<file path="config.mk">
export PLATFORM = sky130hd
export DESIGN_NAME = reg_write_arbiter_flat
export DESIGN_NICKNAME = d
export VERILOG_FILES = /design/src/rtl/reg_write_arbiter_if.sv /design/src/rtl/reg_write_arbiter.sv /design/src/flat_wrapper.sv
export SDC_FILE = /design/constraint.sdc
export NUM_CORES = 1
export LEC_CHECK = 0
export BUFFER_PORTS_ARGS = -buffer_cell sky130_fd_sc_hd__buf_2
export CORE_MARGIN = 3
export CORE_UTILIZATION = 45
export DETAILED_ROUTE_END_ITERATION = 8
export PLACE_DENSITY = 0.81
export SYNTH_ARGS = -nofsm -noshare
export SYNTH_HDL_FRONTEND = slang
export SYNTH_SLANG_ARGS = --single-unit
</file>
<file path="constraint.sdc">
create_clock -name Clock -period 4 [get_ports Clock]
set_input_delay 0.4 -clock Clock [delete_from_list [all_inputs] [get_ports Clock]]
set_output_delay 0.4 -clock Clock [all_outputs]
set_load 0.005 [all_outputs]
</file>
<file path="src/rtl/reg_write_arbiter_if.sv">
// rtl/reg_write_arbiter_if.sv - requester handshake and register-file write port bundle
interface reg_write_arbiter_if #(
  parameter int NUM_REQ = 3
);
  logic [NUM_REQ-1:0]    Req_Valid;
  logic [5*NUM_REQ-1:0]  Req_Reg;
  logic [32*NUM_REQ-1:0] Req_Data;
  logic [NUM_REQ-1:0]    Req_Ready;
  logic [4:0]            Write_Reg;
  logic [31:0]           Write_Data;
  logic                  Reg_Write;
  logic                  Init_Done;

  modport master (
    output Req_Valid, Req_Reg, Req_Data,
    input  Req_Ready, Write_Reg, Write_Data, Reg_Write, Init_Done
  );

  modport slave (
    input  Req_Valid, Req_Reg, Req_Data,
    output Req_Ready, Write_Reg, Write_Data, Reg_Write, Init_Done
  );
endinterface

</file>
<file path="src/rtl/reg_write_arbiter.sv">
// rtl/reg_write_arbiter.sv - register-file write port owner: reset init sweep, then round-robin writeback arbitration
module reg_write_arbiter #(
  parameter int          NUM_REQ = 3,
  parameter int          SP_REG  = 29,
  parameter logic [31:0] SP_INIT = 32'h00001FFF
) (
  input logic               Clock,
  input logic               Reset_n,
  reg_write_arbiter_if.slave bus
);
  localparam int PW = (NUM_REQ > 1) ? $clog2(NUM_REQ) : 1;

  localparam logic [0:0] ST_INIT = 1'b0;
  localparam logic [0:0] ST_RUN  = 1'b1;

  logic [0:0]         state;
  logic [4:0]         idx;
  logic [PW-1:0]      ptr;
  logic               found;
  logic [PW-1:0]      win;
  logic [PW-1:0]      cand;
  logic [NUM_REQ-1:0] grant;
  logic [4:0]         win_reg;
  logic [31:0]        win_data;

  // Scan starts just after the last winner so every requester gets a turn.
  always_comb begin
    found = 1'b0;
    win   = ptr;
    cand  = ptr;
    grant = '0;
    if (state == ST_RUN) begin
      for (int k = 1; k <= NUM_REQ; k++) begin
        cand = PW'((int'(ptr) + k) % NUM_REQ);
        if (!found && bus.Req_Valid[cand]) begin
          found = 1'b1;
          win   = cand;
        end
      end
    end
    if (found) begin
      grant[win] = 1'b1;
    end
  end

  assign win_reg       = bus.Req_Reg[int'(win)*5 +: 5];
  assign win_data      = bus.Req_Data[int'(win)*32 +: 32];
  assign bus.Req_Ready = grant;

  always_ff @(posedge Clock or negedge Reset_n) begin
    if (!Reset_n) begin
      state          <= ST_INIT;
      idx            <= '0;
      ptr            <= PW'(NUM_REQ - 1);
      bus.Reg_Write  <= 1'b0;
      bus.Write_Reg  <= '0;
      bus.Write_Data <= '0;
      bus.Init_Done  <= 1'b0;
    end else if (state == ST_INIT) begin
      bus.Reg_Write  <= 1'b1;
      bus.Write_Reg  <= idx;
      bus.Write_Data <= (idx == 5'(SP_REG)) ? SP_INIT : 32'h0;
      idx            <= idx + 5'd1;
      if (idx == 5'd31) begin
        state         <= ST_RUN;
        bus.Init_Done <= 1'b1;
      end
    end else if (found) begin
      // Writes to $zero are accepted and rotate the pointer but never reach the file.
      bus.Reg_Write  <= (win_reg != 5'd0);
      bus.Write_Reg  <= win_reg;
      bus.Write_Data <= win_data;
      ptr            <= win;
    end else begin
      bus.Reg_Write  <= 1'b0;
    end
  end
endmodule
</file>
<file path="src/flat_wrapper.sv">
// flat-port wrapper written by rule: the top's interface ports become plain ports
module reg_write_arbiter_flat 
#(
  parameter int          NUM_REQ = 3,
  parameter int          SP_REG  = 29,
  parameter logic [31:0] SP_INIT = 32'h00001FFF
)
  (Clock, Reset_n, bus_Req_Valid, bus_Req_Reg, bus_Req_Data, bus_Req_Ready, bus_Write_Reg, bus_Write_Data, bus_Reg_Write, bus_Init_Done);
  reg_write_arbiter_if #(.NUM_REQ(NUM_REQ)) bus_i ();
  input logic Clock;
  input logic Reset_n;
  input wire logic [$bits(bus_i.Req_Valid)-1:0] bus_Req_Valid;
  input wire logic [$bits(bus_i.Req_Reg)-1:0] bus_Req_Reg;
  input wire logic [$bits(bus_i.Req_Data)-1:0] bus_Req_Data;
  output wire logic [$bits(bus_i.Req_Ready)-1:0] bus_Req_Ready;
  output wire logic [$bits(bus_i.Write_Reg)-1:0] bus_Write_Reg;
  output wire logic [$bits(bus_i.Write_Data)-1:0] bus_Write_Data;
  output wire logic [$bits(bus_i.Reg_Write)-1:0] bus_Reg_Write;
  output wire logic [$bits(bus_i.Init_Done)-1:0] bus_Init_Done;
  assign bus_i.Req_Valid = bus_Req_Valid;
  assign bus_i.Req_Reg = bus_Req_Reg;
  assign bus_i.Req_Data = bus_Req_Data;
  assign bus_Req_Ready = bus_i.Req_Ready;
  assign bus_Write_Reg = bus_i.Write_Reg;
  assign bus_Write_Data = bus_i.Write_Data;
  assign bus_Reg_Write = bus_i.Reg_Write;
  assign bus_Init_Done = bus_i.Init_Done;
  reg_write_arbiter #(.NUM_REQ(NUM_REQ), .SP_REG(SP_REG), .SP_INIT(SP_INIT)) u_core (.Clock(Clock), .Reset_n(Reset_n), .bus(bus_i));
endmodule
</file>
==> impl_results.html, run 1 <==
<table>
<tr><th>Metric</th><th>Value</th></tr>
<tr><th colspan="2">Clock network</th></tr>
<tr><td>Largest buffer count on any clock path</td><td>2</td></tr>
<tr><td>Number of sinks handled by clock tree synthesis</td><td>47</td></tr>
<tr><td>Clock-pin slew on the worst setup and hold paths</td><td>0.09 ns</td></tr>
<tr><td>Post-CTS Setup Inserts</td><td>0</td></tr>
<tr><td>TritonCTS clock tree</td><td>built</td></tr>
<tr><td>Hold_buf cts</td><td>0</td></tr>
<tr><td>Number of buffers added by the clock tree synthesis step</td><td>5</td></tr>
<tr><td>CTS resizes</td><td>0</td></tr>
<tr><td>Clock insertion delay at the later pin of the skew report</td><td>0.30 ns</td></tr>
<tr><td>Root buffer selected by CTS</td><td>sky130_fd_sc_hd__clkbuf_8</td></tr>
<tr><td>Depth of the CTS H-tree</td><td>2</td></tr>
<tr><th colspan="2">Yosys</th></tr>
<tr><td>Simple-gate area share of the yosys netlist</td><td>0.1419</td></tr>
<tr><td>Post-synthesis cell type count</td><td>53</td></tr>
<tr><td>Cell count after synthesis</td><td>325</td></tr>
<tr><td>Synthesized-area fraction occupied by ao, oa, aoi and oai cells</td><td>0.2753</td></tr>
<tr><td>Fraction of the yosys area taken by sequential cells</td><td>0.3986</td></tr>
<tr><td>Main combinational cell family by area after synthesis</td><td>compound AO/OA/AOI/OAI gates</td></tr>
<tr><td>Net count after synthesis</td><td>448</td></tr>
<tr><td>Synth Cell Area</td><td>2954 sq um</td></tr>
<tr><td>Number of synthesized flops with an enable pin</td><td>0</td></tr>
<tr><td>Fraction of synthesized cell area in xor and xnor cells</td><td>0.008895</td></tr>
<tr><td>Mux contribution to synthesized area</td><td>0.09572</td></tr>
<tr><td>Top FF cell, synth</td><td>sky130_fd_sc_hd__dfrtp_1</td></tr>
<tr><td>Yosys warns</td><td>0</td></tr>
<tr><td>Yosys reg bits</td><td>47</td></tr>
<tr><td>Synth area leaders</td><td>sky130_fd_sc_hd__dfrtp_1 39%, sky130_fd_sc_hd__mux2i_1 8.8%, sky130_fd_sc_hd__o21ai_0 5.4%</td></tr>
<tr><td>Average cell area after synthesis</td><td>9.089 sq um</td></tr>
<tr><td>Async set or reset register ratio after synthesis</td><td>1.000</td></tr>
<tr><td>Post-synth top area share</td><td>0.3897</td></tr>
<tr><td>Cell type with the largest total area after synthesis</td><td>sky130_fd_sc_hd__dfrtp_1</td></tr>
<tr><td>Adder-Cell Fraction of Synth Area</td><td>0.02965</td></tr>
<tr><th colspan="2">Route</th></tr>
<tr><td>Total iterations of the first detailed-routing run</td><td>5</td></tr>
<tr><td>Routed length per placed instance</td><td>17.59 um</td></tr>
<tr><td>DR vias</td><td>3124</td></tr>
<tr><td>Routed wire length</td><td>9620 um</td></tr>
<tr><td>DRC marker count from the first detailed-route iteration</td><td>255</td></tr>
<tr><td>Vias per std cell</td><td>5.711</td></tr>
<tr><td>DRC violation count after routing</td><td>0</td></tr>
<tr><td>Final antenna-violating net count</td><td>0</td></tr>
<tr><th colspan="2">Run</th></tr>
<tr><td>Max-cap violations</td><td>0</td></tr>
<tr><th colspan="2">Setup path</th></tr>
<tr><td>Worst-path cell chain</td><td>inv_1, ha_1, mux2i_1, o22a_1, or4_4, o22a_4, nand2_4, buf_4, nor2_1, buf_2</td></tr>
<tr><td>Peak fanout along the critical path</td><td>17</td></tr>
<tr><td>Highest-delay cell along the critical path</td><td>sky130_fd_sc_hd__or4_4</td></tr>
<tr><td>Kind of start point of the critical path</td><td>register</td></tr>
<tr><td>Type of the worst setup path</td><td>reg2out</td></tr>
<tr><td>Reg-to-reg slack, setup</td><td>0.53 ns</td></tr>
<tr><td>Required @ worst endpoint</td><td>3.60 ns</td></tr>
<tr><td>Arrival time at the worst endpoint</td><td>3.30 ns</td></tr>
<tr><td>Largest stage delay on the critical path</td><td>0.59 ns</td></tr>
<tr><td>Crit path capture type</td><td>primary output</td></tr>
<tr><th colspan="2">Timing</th></tr>
<tr><td>Fin. Hold Viols</td><td>0</td></tr>
<tr><td>Unrepaired setup endpoints after global routing</td><td>false</td></tr>
<tr><td>Worst slew margin</td><td>0.1967</td></tr>
<tr><td>Worst clock skew</td><td>0.007066 ns</td></tr>
<tr><td>Post-route setup TNS</td><td>0 ns</td></tr>
<tr><td>Final Setup Violations</td><td>0</td></tr>
<tr><td>Upper clock frequency limit</td><td>270.4 MHz</td></tr>
<tr><td>Tightest Pin Transition</td><td>1.189 ns</td></tr>
<tr><td>Period Utilization, post-route</td><td>0.9246</td></tr>
<tr><td>Final worst path period need</td><td>3.698 ns</td></tr>
<tr><td>Number of pins exceeding their max-slew limit in the final report</td><td>0</td></tr>
<tr><th colspan="2">Floorplanning</th></tr>
<tr><td>Initial standard-cell utilization of the core</td><td>0.4818</td></tr>
<tr><td>Die area</td><td>7572 sq um</td></tr>
<tr><td>Overall die height</td><td>87.02 um</td></tr>
<tr><td>Core Area</td><td>6131 sq um</td></tr>
<tr><td>Core Rows</td><td>28</td></tr>
<tr><td>Width of the die</td><td>87.02 um</td></tr>
<tr><td>Total I/O pin count</td><td>158</td></tr>
<tr><th colspan="2">Power</th></tr>
<tr><td>Leakage dissipation</td><td>0.001929 uW</td></tr>
<tr><td>Peak supply drop</td><td>0.0005336 V</td></tr>
<tr><td>Power per cell area</td><td>1007 nW/um^2</td></tr>
<tr><th colspan="2">Cells and area</th></tr>
<tr><td>Post-route cell area</td><td>3871 sq um</td></tr>
<tr><td>Relative area change from synthesis to final layout</td><td>31.05%</td></tr>
<tr><td>Layout cell share with drive strength beyond 1</td><td>0.3983</td></tr>
<tr><td># diodes</td><td>0</td></tr>
<tr><td>Layout net count</td><td>594</td></tr>
<tr><th colspan="2">Placed design</th></tr>
<tr><td>Half-perimeter wire length of the detailed placement result</td><td>7377 um</td></tr>
<tr><td>Cell area after placement</td><td>3771 sq um</td></tr>
<tr><td>Count of buffers from port buffering</td><td>157</td></tr>
<tr><td>Global placement routability congestion</td><td>0.9180</td></tr>
<tr><th colspan="2">Min path</th></tr>
<tr><td>Hold/Removal Path Class</td><td>in2async</td></tr>
<tr><th colspan="2">Status</th></tr>
<tr><td>Run status</td><td>finished clean</td></tr>
<tr><th colspan="2">Global routing</th></tr>
<tr><td>Pin count of the biggest net entering global routing</td><td>48</td></tr>
<tr><td>Global-route usage over all layers</td><td>0.2512</td></tr>
<tr><td>First-pass GRT wire length</td><td>15010 um</td></tr>
<tr><td>Antenna violations before repair</td><td>0</td></tr>
<tr><td>Via count of the first global-routing pass</td><td>3022</td></tr>
<tr><td>Total global routing overflow</td><td>0</td></tr>
</table>
[cell usage in the layout, fill, tap and decap left out, types with 2 or more instances in the layout]
cell type,instances
sky130_fd_sc_hd__buf_2,157
sky130_fd_sc_hd__dfrtp_1,46
sky130_fd_sc_hd__o21ai_0,32
sky130_fd_sc_hd__a21oi_1,28
sky130_fd_sc_hd__mux2i_1,26
sky130_fd_sc_hd__nor2_1,22
sky130_fd_sc_hd__nand3_1,18
sky130_fd_sc_hd__a22oi_1,18
sky130_fd_sc_hd__o21ai_1,17
sky130_fd_sc_hd__nand2_1,15
sky130_fd_sc_hd__and2_1,15
sky130_fd_sc_hd__ha_1,7
sky130_fd_sc_hd__buf_4,7
sky130_fd_sc_hd__clkbuf_8,6
sky130_fd_sc_hd__inv_1,4
sky130_fd_sc_hd__o22a_1,3
sky130_fd_sc_hd__or2_2,3
sky130_fd_sc_hd__xnor2_1,3
sky130_fd_sc_hd__o2111ai_1,2
sky130_fd_sc_hd__o211ai_1,2
sky130_fd_sc_hd__nor3_1,2
sky130_fd_sc_hd__a211oi_1,2
sky130_fd_sc_hd__mux2_2,2
sky130_fd_sc_hd__o211a_1,2
sky130_fd_sc_hd__o31ai_1,2
sky130_fd_sc_hd__a21o_1,2
[state kept, by name (all words and copies together), names as in the netlist]
register and cells:
u_core.ptr 2, u_core.idx 5, u_core.state 1, u_core.bus.Write_Data 32
u_core.bus.Reg_Write 1, u_core.bus.Write_Reg 5, u_core.bus.Init_Done 1
[through the flow]
stage	setup slack [ns]	utilization	cells	hold WS, ns	power (uW)
final	0.3015	0.6314	547	0.2874	3899
after global routing	0.1127	0.6314	547	0.3473	4240
after CTS	0.1785	0.6306	547	0.3237	3865
after detailed placement	0.4542	0.6151	539	0.4479	3549
after global placement	0.5923	0.6151	539	0.4364	3450
after floorplan	1.018	-	325	0.1044	2847
[synthesized netlist by cell type, types with 2 or more instances]
library cell	instances
sky130_fd_sc_hd__dfrtp_1	46
sky130_fd_sc_hd__o21ai_0	32
sky130_fd_sc_hd__a21oi_1	28
sky130_fd_sc_hd__mux2i_1	26
sky130_fd_sc_hd__nor2_1	22
sky130_fd_sc_hd__a22oi_1	18
sky130_fd_sc_hd__nand3_1	18
sky130_fd_sc_hd__o21ai_1	17
sky130_fd_sc_hd__and2_1	15
sky130_fd_sc_hd__nand2_1	15
sky130_fd_sc_hd__clkbuf_1	14
sky130_fd_sc_hd__buf_2	7
sky130_fd_sc_hd__ha_1	7
sky130_fd_sc_hd__inv_1	4
sky130_fd_sc_hd__o211a_1	3
sky130_fd_sc_hd__o22a_1	3
sky130_fd_sc_hd__o31ai_1	3
sky130_fd_sc_hd__or2_2	3
sky130_fd_sc_hd__xnor2_1	3
sky130_fd_sc_hd__a211oi_1	2
sky130_fd_sc_hd__a21o_1	2
sky130_fd_sc_hd__buf_6	2
sky130_fd_sc_hd__mux2_2	2
sky130_fd_sc_hd__nor3_1	2
sky130_fd_sc_hd__o2111ai_1	2
sky130_fd_sc_hd__o211ai_1	2
[power breakdown]
part           internal [uW]  switching, uW  leakage [uW]
Combinational           1150           1600       0.00132
Clock                    142            164     0.0000484
Sequential               725            120      0.000564
Total                   2020           1880       0.00193
[final timing paths]
check,depth (start not counted),to,startpoint
max,10,bus_Req_Ready[1],u_core.ptr[1]
min,1,u_core.bus.Write_Data[6],Reset_n
max reg2reg,10,u_core.bus.Reg_Write,u_core.ptr[1]
min reg2reg,1,u_core.bus.Init_Done,u_core.bus.Init_Done
max in group asynchronous,1,u_core.bus.Write_Data[20],Reset_n
min in group Clock,3,u_core.bus.Write_Data[13],bus_Req_Data[77]
[per-layer routing]
layer / wire length [um] / global-route usage
met1: 3784 / 0.3387
met2: 5136 / 0.4196
met3: 519 / 0.03406
met4: 180 / 0.07507
met5: 0 / 0
[area by class of cell]
class | instances | area (sq um)
clock buffers | 7 | 86.33
clock inverters | 1 | 8.758
fillers | 532 | 2260
inverters | 5 | 18.77
multi-input cells | 248 | 1648
flip-flops and latches | 47 | 1177
well taps | 75 | 93.84
repair buffers | 164 | 838.3
[critical path: cells and delay by family (launching register included)]
family,cells,cell delay (ns)
AOI/OAI and AO/OA,2,0.61
adders and majority gates,1,0.31
buffers and inverters,3,0.47
DFF,1,0.57
muxes,1,0.16
and+or+nand+nor,3,0.88
[cells by family (layout without fill, tap and decap cells)]
family / after synthesis / in the layout
xor gates and xnor gates: 3 / 3
adders and majority gates: 7 / 7
AOI/OAI and AO/OA: 126 / 126
muxes: 28 / 28
and+or+nand+nor: 84 / 84
buffers and inverters: 30 / 177
DFF: 47 / 47
No activity file was read; power rests on OpenSTA's default activity.
==> run 2, diff against run 1 <==
--- a/config.mk
+++ b/config.mk
@@ -5,11 +5,13 @@
 export SDC_FILE = /design/constraint.sdc
 export NUM_CORES = 1
 export LEC_CHECK = 0
+export ABC_AREA = 1
 export BUFFER_PORTS_ARGS = -buffer_cell sky130_fd_sc_hd__buf_2
 export CORE_MARGIN = 3
-export CORE_UTILIZATION = 45
+export CORE_UTILIZATION = 46
 export DETAILED_ROUTE_END_ITERATION = 8
-export PLACE_DENSITY = 0.81
+export MAX_ROUTING_LAYER = met4
+export PLACE_DENSITY = 0.82
 export SYNTH_ARGS = -nofsm -noshare
 export SYNTH_HDL_FRONTEND = slang
 export SYNTH_SLANG_ARGS = --single-unit
==> run 2 against run 1 <==
Effect of this change: wire length fell by 3.3%; maximum frequency rose by 6.8%; global-route usage fell by 0.50 points; worst hold slack got worse by 0.042 ns; count of clock-buffer cells in the layout fell by 2; area after synthesis rose by 3.6%; clock skew rose by 0.0016 ns; sequential power rose by 2%; largest cell class unchanged; highest routed layer unchanged.
==> impl_results.html, run 2 <==
<table>
<tr><th>Metric</th><th>Value</th></tr>
<tr><th colspan="2">Clock network</th></tr>
<tr><td>Number of buffers added by the clock tree synthesis step</td><td>5</td></tr>
<tr><td>Largest buffer count on any clock path</td><td>2</td></tr>
<tr><td>Depth of the CTS H-tree</td><td>2</td></tr>
<tr><td>CTS resizes</td><td>0</td></tr>
<tr><td>Post-CTS Setup Inserts</td><td>0</td></tr>
<tr><td>Clock insertion delay at the later pin of the skew report</td><td>0.31 ns</td></tr>
<tr><td>Clock-pin slew on the worst setup and hold paths</td><td>0.09 ns</td></tr>
<tr><td>Root buffer selected by CTS</td><td>sky130_fd_sc_hd__clkbuf_8</td></tr>
<tr><td>TritonCTS clock tree</td><td>built</td></tr>
<tr><td>Number of sinks handled by clock tree synthesis</td><td>47</td></tr>
<tr><td>Hold_buf cts</td><td>0</td></tr>
<tr><th colspan="2">Yosys</th></tr>
<tr><td>Synth area leaders</td><td>sky130_fd_sc_hd__dfrtp_1 38%, sky130_fd_sc_hd__nand2_1 15%, sky130_fd_sc_hd__nand3_1 13%</td></tr>
<tr><td>Average cell area after synthesis</td><td>7.519 sq um</td></tr>
<tr><td>Post-synth top area share</td><td>0.3761</td></tr>
<tr><td>Cell with the most instances after synthesis</td><td>sky130_fd_sc_hd__nand2_1</td></tr>
<tr><td>Commonest cells in the synthesized netlist</td><td>119 x sky130_fd_sc_hd__nand2_1, 79 x sky130_fd_sc_hd__nand3_1, 46 x sky130_fd_sc_hd__dfrtp_1, 34 x sky130_fd_sc_hd__nor2_1, 22 x sky130_fd_sc_hd__inv_1</td></tr>
<tr><td>Async set or reset register ratio after synthesis</td><td>1.000</td></tr>
<tr><td>Synth Cell Area</td><td>3060 sq um</td></tr>
<tr><td>Yosys reg bits</td><td>47</td></tr>
<tr><td>Post-synthesis cell type count</td><td>36</td></tr>
<tr><td>Net count after synthesis</td><td>530</td></tr>
<tr><td>Number of synthesized flops with an enable pin</td><td>0</td></tr>
<tr><td>Cell count after synthesis</td><td>407</td></tr>
<tr><td>Top FF cell, synth</td><td>sky130_fd_sc_hd__dfrtp_1</td></tr>
<tr><td>Fraction of the yosys area taken by sequential cells</td><td>0.3847</td></tr>
<tr><td>Cell type with the largest total area after synthesis</td><td>sky130_fd_sc_hd__dfrtp_1</td></tr>
<tr><td>Yosys warns</td><td>0</td></tr>
<tr><th colspan="2">Run</th></tr>
<tr><td>Max-cap violations</td><td>0</td></tr>
<tr><th colspan="2">Timing</th></tr>
<tr><td>Upper clock frequency limit</td><td>288.8 MHz</td></tr>
<tr><td>Unrepaired setup endpoints after global routing</td><td>false</td></tr>
<tr><td>Number of pins exceeding their max-slew limit in the final report</td><td>0</td></tr>
<tr><td>Worst slew margin</td><td>0.2696</td></tr>
<tr><td>Tightest Pin Transition</td><td>1.092 ns</td></tr>
<tr><td>Final Setup Violations</td><td>0</td></tr>
<tr><td>Period Utilization, post-route</td><td>0.8657</td></tr>
<tr><td>Post-route setup TNS</td><td>0 ns</td></tr>
<tr><td>Worst clock skew</td><td>0.008636 ns</td></tr>
<tr><td>Worst hold margin</td><td>0.2459 ns</td></tr>
<tr><td>Final worst path period need</td><td>3.463 ns</td></tr>
<tr><td>Fin. Hold Viols</td><td>0</td></tr>
<tr><th colspan="2">Floorplanning</th></tr>
<tr><td>Width of the die</td><td>87.57 um</td></tr>
<tr><td>Overall die height</td><td>87.57 um</td></tr>
<tr><td>Core Rows</td><td>29</td></tr>
<tr><td>Initial standard-cell utilization of the core</td><td>0.4792</td></tr>
<tr><td>Die area</td><td>7668 sq um</td></tr>
<tr><td>Total I/O pin count</td><td>158</td></tr>
<tr><td>Core Area</td><td>6386 sq um</td></tr>
<tr><th colspan="2">Placed design</th></tr>
<tr><td>Global placement routability congestion</td><td>0.9194</td></tr>
<tr><td>Inst Count DP</td><td>623</td></tr>
<tr><td>Half-perimeter wire length of the detailed placement result</td><td>7124 um</td></tr>
<tr><td>Count of buffers from port buffering</td><td>157</td></tr>
<tr><th colspan="2">Setup path</th></tr>
<tr><td>Peak fanout along the critical path</td><td>27</td></tr>
<tr><td>Critical path origin</td><td>u_core.ptr[1]</td></tr>
<tr><td>Reg-to-reg slack, setup</td><td>1.10 ns</td></tr>
<tr><td>Arrival time at the worst endpoint</td><td>3.06 ns</td></tr>
<tr><td>Reg2reg end</td><td>u_core.bus.Write_Data[6]</td></tr>
<tr><td>Kind of start point of the critical path</td><td>register</td></tr>
<tr><td>Reg-to-Reg Start</td><td>u_core.ptr[0]</td></tr>
<tr><td>Crit path capture type</td><td>primary output</td></tr>
<tr><td>Worst R2R Path Depth</td><td>11</td></tr>
<tr><td>Type of the worst setup path</td><td>reg2out</td></tr>
<tr><td>Required @ worst endpoint</td><td>3.60 ns</td></tr>
<tr><td>Last element of the critical path</td><td>bus_Req_Ready[0]</td></tr>
<tr><th colspan="2">Global routing</th></tr>
<tr><td>Met1 Resource Use GR</td><td>0.2954</td></tr>
<tr><td>Total global routing overflow</td><td>0</td></tr>
<tr><td>Global-route usage over all layers</td><td>0.2462</td></tr>
<tr><td>GR Util met3</td><td>0.05268</td></tr>
<tr><td>Antenna violations before repair</td><td>0</td></tr>
<tr><td>Via count of the first global-routing pass</td><td>3173</td></tr>
<tr><td>First-pass GRT wire length</td><td>14520 um</td></tr>
<tr><td>Pin count of the biggest net entering global routing</td><td>48</td></tr>
<tr><td>Global routing met2 resource utilization</td><td>0.4192</td></tr>
<tr><td>GRT busiest layer</td><td>met2</td></tr>
<tr><th colspan="2">Cells and area</th></tr>
<tr><td>Utilization after layout</td><td>0.6146</td></tr>
<tr><td># diodes</td><td>0</td></tr>
<tr><td>Layout filler cell count</td><td>589</td></tr>
<tr><td>Register with the highest flop count</td><td>u_core.bus.Write_Data</td></tr>
<tr><td>Layout net count</td><td>676</td></tr>
<tr><td>Number of flip-flops in the largest register</td><td>32</td></tr>
<tr><td>Most frequent standard cell in the layout excluding fill and tap cells</td><td>sky130_fd_sc_hd__buf_2</td></tr>
<tr><td>Most frequent cells in the layout</td><td>157 x sky130_fd_sc_hd__buf_2, 119 x sky130_fd_sc_hd__nand2_1, 79 x sky130_fd_sc_hd__nand3_1</td></tr>
<tr><td>Registers with the most flip-flops</td><td>u_core.bus.Write_Data (32), u_core.bus.Write_Reg (5), u_core.idx (5)</td></tr>
<tr><td>Relative area change from synthesis to final layout</td><td>28.25%</td></tr>
<tr><td>Final Non-Filler Cells</td><td>631</td></tr>
<tr><td>Layout cell share with drive strength beyond 1</td><td>0.3664</td></tr>
<tr><th colspan="2">Route</th></tr>
<tr><td>Routed wire length</td><td>9298 um</td></tr>
<tr><td>DRC marker count from the first detailed-route iteration</td><td>221</td></tr>
<tr><td>Total iterations of the first detailed-routing run</td><td>5</td></tr>
<tr><td>DR vias</td><td>3423</td></tr>
<tr><td>Routed length per placed instance</td><td>14.74 um</td></tr>
<tr><td>Vias per std cell</td><td>5.425</td></tr>
<tr><td>Final antenna-violating net count</td><td>0</td></tr>
<tr><td>DRC violation count after routing</td><td>0</td></tr>
<tr><th colspan="2">Status</th></tr>
<tr><td>Run status</td><td>finished clean</td></tr>
<tr><th colspan="2">Power</th></tr>
<tr><td>Leakage dissipation</td><td>0.002171 uW</td></tr>
<tr><td>Peak supply drop</td><td>0.0007495 V</td></tr>
<tr><td>Power per cell area</td><td>1207 nW/um^2</td></tr>
<tr><td>Power consumption</td><td>4736 uW</td></tr>
<tr><th colspan="2">Min path</th></tr>
<tr><td>Hold/Removal Path Class</td><td>in2async</td></tr>
</table>
[run 2: cell count changes after synthesis, moves of 6 or more]
cell,before,now
sky130_fd_sc_hd__nand2_1,15,119
sky130_fd_sc_hd__a21oi_1,28,11
sky130_fd_sc_hd__and2_1,15,0
sky130_fd_sc_hd__o21ai_0,32,3
sky130_fd_sc_hd__buf_6,2,8
sky130_fd_sc_hd__o21ai_1,17,1
sky130_fd_sc_hd__mux2i_1,26,0
sky130_fd_sc_hd__clkbuf_1,14,4
sky130_fd_sc_hd__nand2_2,1,9
sky130_fd_sc_hd__nand3_1,18,79
sky130_fd_sc_hd__inv_1,4,22
sky130_fd_sc_hd__a22oi_1,18,9
sky130_fd_sc_hd__nor2_1,22,34
[run 2: worst max-delay path, stage by stage (launching register included)]
cell	delay, ns
sky130_fd_sc_hd__dfstp_2	0.59
sky130_fd_sc_hd__inv_1	0.07
sky130_fd_sc_hd__ha_1	0.24
sky130_fd_sc_hd__inv_2	0.14
sky130_fd_sc_hd__nand2_1	0.06
sky130_fd_sc_hd__nand3_1	0.08
sky130_fd_sc_hd__nand2_1	0.12
sky130_fd_sc_hd__nand3_4	0.10
sky130_fd_sc_hd__nor2_1	0.04
sky130_fd_sc_hd__nor2_1	0.10
sky130_fd_sc_hd__nand2_2	0.08
sky130_fd_sc_hd__nand2_4	0.17
sky130_fd_sc_hd__inv_6	0.13
sky130_fd_sc_hd__nor2_8	0.29
sky130_fd_sc_hd__nand2_1	0.08
sky130_fd_sc_hd__inv_1	0.26
sky130_fd_sc_hd__buf_2	0.18
[run 2: logic make-up (layout without fill, tap and decap cells)]
| kind of cell | count (synthesis) | count (layout) | synth area share |
|---|---|---|---|
| simple gates | 262 | 262 | 0.4011 |
| flops | 47 | 47 | 0.3847 |
| buf+inv | 47 | 194 | 0.08463 |
| fa+ha+maj | 7 | 7 | 0.02862 |
| compound gates | 41 | 41 | 0.09239 |
| xor+xnor | 3 | 3 | 0.008587 |
[run 2: through the flow]
step           worst slack [ns]  area [sq um]
6_report                 0.5373          3925
5_1_grt                  0.2371          3925
4_1_cts                  0.5322          3925
3_5_place_dp             0.8702          3810
3_3_place_gp              1.030          3810
2_1_floorplan             1.657          3060
[run 2: layer usage]
layer	vias up	part of all wire
li1	1634	-
met1	1597	0.38
met2	172	0.51
met3	20	0.098
met4	0	0.019
met5	-	0
[run 2: worst min-delay path by stage]
stage / from / endpoint / slack (ns) / depth (start not counted)
after floorplan: Reset_n / u_core.bus.Init_Done / 0.10 / 0
after global placement: u_core.bus.Write_Data[26] / u_core.bus.Write_Data[26] / 0.47 / 2
after detailed placement: u_core.bus.Init_Done / u_core.bus.Init_Done / 0.45 / 1
after CTS: Reset_n / u_core.bus.Write_Data[24] / 0.29 / 1
after global routing: bus_Req_Data[19] / u_core.bus.Write_Data[19] / 0.32 / 3
final: Reset_n / u_core.bus.Write_Data[24] / 0.25 / 1
[run 2: cell type report]
type / instances / area (sq um) / area share
well taps: 77 / 96.34 / 0.02455
clock inverters: 3 / 46.29 / 0.01179
flip-flops and latches: 47 / 1177 / 0.3000
clock buffers: 5 / 68.82 / 0.01753
repair buffers: 159 / 800.8 / 0.2040
inverters: 27 / 108.9 / 0.02773
multi-input cells: 313 / 1627 / 0.4144
[run 2: where the power goes]
group          leakage (uW)  switching [uW]  internal [uW]  total, uW
Clock             0.0000548             173            188        362
Combinational       0.00155            2260           1250       3510
Sequential         0.000569             116            748        864
==> run 3, diff against run 2 <==
--- a/config.mk
+++ b/config.mk
@@ -7,11 +7,12 @@
 export LEC_CHECK = 0
 export ABC_AREA = 1
 export BUFFER_PORTS_ARGS = -buffer_cell sky130_fd_sc_hd__buf_2
+export CORE_ASPECT_RATIO = 1.5
 export CORE_MARGIN = 3
-export CORE_UTILIZATION = 46
+export CORE_UTILIZATION = 35
 export DETAILED_ROUTE_END_ITERATION = 8
 export MAX_ROUTING_LAYER = met4
-export PLACE_DENSITY = 0.82
+export PLACE_DENSITY = 0.65
 export SYNTH_ARGS = -nofsm -noshare
 export SYNTH_HDL_FRONTEND = slang
 export SYNTH_SLANG_ARGS = --single-unit
==> run 3 against run 2 <==
Effect of this change: clock power rose by 14%; register-to-register slack improved by 0.05 ns; critical path depth did not move; core utilization fell by 14 points; first-iteration DRC count fell by 23%; sequential power barely moved; via count fell by 1.7%; count of clock-buffer cells in the layout did not move; global-route usage fell by 3.5 points; combinational power barely moved; sequential cell count did not move; final area rose by 1.8%; largest power group unchanged; highest routed layer unchanged.
==> impl_results.html, run 3 (synthesis gave the netlist of run 2 again) <==
<table>
<tr><th>Metric</th><th>Value</th></tr>
<tr><th colspan="2">Route</th></tr>
<tr><td>Routed length per placed instance</td><td>14.85 um</td></tr>
<tr><td>DRC marker count from the first detailed-route iteration</td><td>171</td></tr>
<tr><td>Routed wire length</td><td>9834 um</td></tr>
<tr><td>Final antenna-violating net count</td><td>0</td></tr>
<tr><td>DRC violation count after routing</td><td>0</td></tr>
<tr><td>DR vias</td><td>3364</td></tr>
<tr><td>Vias per std cell</td><td>5.082</td></tr>
<tr><td>Total iterations of the first detailed-routing run</td><td>4</td></tr>
<tr><th colspan="2">Setup path</th></tr>
<tr><td>Type of the worst setup path</td><td>reg2out</td></tr>
<tr><td>Count of buffer and inverter cells on the critical path</td><td>5</td></tr>
<tr><td>Total number of cells along the worst setup path</td><td>16</td></tr>
<tr><td>Largest stage delay on the critical path</td><td>0.41 ns</td></tr>
<tr><td>Crit path capture type</td><td>primary output</td></tr>
<tr><td>Worst R2R Path Depth</td><td>17</td></tr>
<tr><td>Required @ worst endpoint</td><td>3.60 ns</td></tr>
<tr><td>Critical path origin</td><td>u_core.ptr[0]</td></tr>
<tr><td>Highest-delay cell along the critical path</td><td>sky130_fd_sc_hd__dfrtp_1</td></tr>
<tr><td>Peak fanout along the critical path</td><td>27</td></tr>
<tr><td>CP delay by family, top</td><td>simple AND/OR/NAND/NOR gates</td></tr>
<tr><td>Worst-path cell chain</td><td>inv_1, ha_1, inv_2, nand2_1, nand3_2, nand2_4, nand3_4, nor2_1, nor2_1, nand2_2, nand2_4, inv_6, nor2_8, nand2_1, inv_1, buf_2</td></tr>
<tr><td>Reg-to-Reg Start</td><td>u_core.ptr[0]</td></tr>
<tr><td>Kind of start point of the critical path</td><td>register</td></tr>
<tr><td>Arrival time at the worst endpoint</td><td>3.08 ns</td></tr>
<tr><th colspan="2">Power</th></tr>
<tr><td>Power per cell area</td><td>1201 nW/um^2</td></tr>
<tr><td>Internal Pwr Total</td><td>2224 uW</td></tr>
<tr><td>Leakage dissipation</td><td>0.002194 uW</td></tr>
<tr><td>Peak supply drop</td><td>0.0009079 V</td></tr>
<tr><td>Sequential power share</td><td>0.180</td></tr>
<tr><td>Comb power frac</td><td>0.735</td></tr>
<tr><td>Psw</td><td>2575 uW</td></tr>
<tr><td>Clock power frac</td><td>0.086</td></tr>
<tr><td>Sw frac</td><td>0.5365</td></tr>
<tr><th colspan="2">Floorplanning</th></tr>
<tr><td>Core Area</td><td>8464 sq um</td></tr>
<tr><td>Total I/O pin count</td><td>158</td></tr>
<tr><td>Overall die height</td><td>120.5 um</td></tr>
<tr><td>Die area</td><td>9925 sq um</td></tr>
<tr><td>Width of the die</td><td>82.35 um</td></tr>
<tr><td>Core Rows</td><td>41</td></tr>
<tr><td>Initial standard-cell utilization of the core</td><td>0.3616</td></tr>
<tr><th colspan="2">Cells and area</th></tr>
<tr><td># diodes</td><td>0</td></tr>
<tr><td>Relative area change from synthesis to final layout</td><td>30.54%</td></tr>
<tr><td>Layout net count</td><td>677</td></tr>
<tr><td>Most frequent cells in the layout</td><td>157 x sky130_fd_sc_hd__buf_2, 119 x sky130_fd_sc_hd__nand2_1, 79 x sky130_fd_sc_hd__nand3_1</td></tr>
<tr><td>Layout filler cell count</td><td>882</td></tr>
<tr><td>Most frequent standard cell in the layout excluding fill and tap cells</td><td>sky130_fd_sc_hd__buf_2</td></tr>
<tr><td>Utilization after layout</td><td>0.4720</td></tr>
<tr><td>Registers with the most flip-flops</td><td>u_core.bus.Write_Data (32), u_core.bus.Write_Reg (5), u_core.idx (5)</td></tr>
<tr><td>Register with the highest flop count</td><td>u_core.bus.Write_Data</td></tr>
<tr><td>Layout cell share with drive strength beyond 1</td><td>0.3676</td></tr>
<tr><td>Number of flip-flops in the largest register</td><td>32</td></tr>
<tr><th colspan="2">Clock network</th></tr>
<tr><td>Number of buffers added by the clock tree synthesis step</td><td>5</td></tr>
<tr><td>TritonCTS clock tree</td><td>built</td></tr>
<tr><td>Depth of the CTS H-tree</td><td>2</td></tr>
<tr><td>Clock-pin slew on the worst setup and hold paths</td><td>0.06 ns</td></tr>
<tr><td>Number of sinks handled by clock tree synthesis</td><td>47</td></tr>
<tr><td>Largest buffer count on any clock path</td><td>2</td></tr>
<tr><td>Post-CTS Setup Inserts</td><td>0</td></tr>
<tr><td>Clock insertion delay at the later pin of the skew report</td><td>0.29 ns</td></tr>
<tr><td>Hold_buf cts</td><td>0</td></tr>
<tr><td>Root buffer selected by CTS</td><td>sky130_fd_sc_hd__clkbuf_16</td></tr>
<tr><td>CTS resizes</td><td>0</td></tr>
<tr><th colspan="2">Status</th></tr>
<tr><td>Run status</td><td>finished clean</td></tr>
<tr><th colspan="2">Placed design</th></tr>
<tr><td>Half-perimeter wire length of the detailed placement result</td><td>7633 um</td></tr>
<tr><td>Global placement routability congestion</td><td>0.8428</td></tr>
<tr><td>Count of buffers from port buffering</td><td>157</td></tr>
<tr><td>Worst slack at placement</td><td>0.8272 ns</td></tr>
<tr><th colspan="2">Global routing</th></tr>
<tr><td>Global-route usage over all layers</td><td>0.2116</td></tr>
<tr><td>Total global routing overflow</td><td>0</td></tr>
<tr><td>Antenna violations before repair</td><td>0</td></tr>
<tr><td>First-pass GRT wire length</td><td>15750 um</td></tr>
<tr><td>Via count of the first global-routing pass</td><td>3333</td></tr>
<tr><td>Pin count of the biggest net entering global routing</td><td>48</td></tr>
<tr><th colspan="2">Timing</th></tr>
<tr><td>Upper clock frequency limit</td><td>287.1 MHz</td></tr>
<tr><td>Unrepaired setup endpoints after global routing</td><td>false</td></tr>
<tr><td>Number of pins exceeding their max-slew limit in the final report</td><td>0</td></tr>
<tr><td>Period Utilization, post-route</td><td>0.8708</td></tr>
<tr><td>Setup slack after layout</td><td>0.5168 ns</td></tr>
<tr><td>Final Setup Violations</td><td>0</td></tr>
<tr><td>Fin. Hold Viols</td><td>0</td></tr>
<tr><td>Tightest Pin Transition</td><td>1.142 ns</td></tr>
<tr><td>Worst clock skew</td><td>0.006026 ns</td></tr>
<tr><td>Worst hold margin</td><td>0.3065 ns</td></tr>
<tr><td>Final worst path period need</td><td>3.483 ns</td></tr>
<tr><td>Worst slew margin</td><td>0.2362</td></tr>
<tr><td>Post-route setup TNS</td><td>0 ns</td></tr>
<tr><th colspan="2">Min path</th></tr>
<tr><td>Hold/Removal Path Class</td><td>in2async</td></tr>
<tr><th colspan="2">Run</th></tr>
<tr><td>Max-cap violations</td><td>0</td></tr>
</table>
## run 3: cell type report
cell class / count / area (sq um) / area share
clock buffers: 5 / 125.1 / 0.03132
clock inverters: 3 / 15.01 / 0.003758
inverters: 27 / 108.9 / 0.02725
multi-input cells: 313 / 1627 / 0.4071
flip-flops and latches: 47 / 1177 / 0.2947
well taps: 107 / 133.9 / 0.03351
repair buffers: 160 / 808.3 / 0.2023
## run 3: worst paths after layout
check / to / slack, ns
worst min-delay path: u_core.bus.Write_Data[21] / 0.31
worst min register to register: u_core.bus.Init_Done / 0.48
worst max-delay path: bus_Req_Ready[0] / 0.52
worst max register to register: u_core.bus.Write_Data[29] / 1.15
max in group asynchronous: u_core.bus.Write_Data[31] / 3.03
min in group Clock: u_core.bus.Write_Data[18] / 0.32
## run 3: through the flow
stage | std cells | power, uW | area [sq um]
after floorplan | 407 | 3744 | 3060
after global routing | 662 | 5308 | 3995
after detailed placement | 654 | 4407 | 3855
final | 662 | 4799 | 3995
after CTS | 662 | 4830 | 3995
after global placement | 654 | 4329 | 3855
## run 3: per-layer routing
| metal | share of wire | track usage | vias to the layer above |
|---|---|---|---|
| met5 | 0 | - | - |
| met4 | 0.028 | 0.08420 | 0 |
| met3 | 0.070 | 0.03949 | 22 |
| met2 | 0.54 | 0.3645 | 136 |
| met1 | 0.37 | 0.2350 | 1565 |
| li1 | - | - | 1641 |
## run 3: power groups by stage
stage                     registers (uW)  clock network (uW)  logic (uW)
after floorplan                      877                   0        2870
after global placement               864                   0        3470
after detailed placement             871                   0        3540
after CTS                            865                 423        3540
after global routing                 893                 445        3970
final                                863                 411        3530
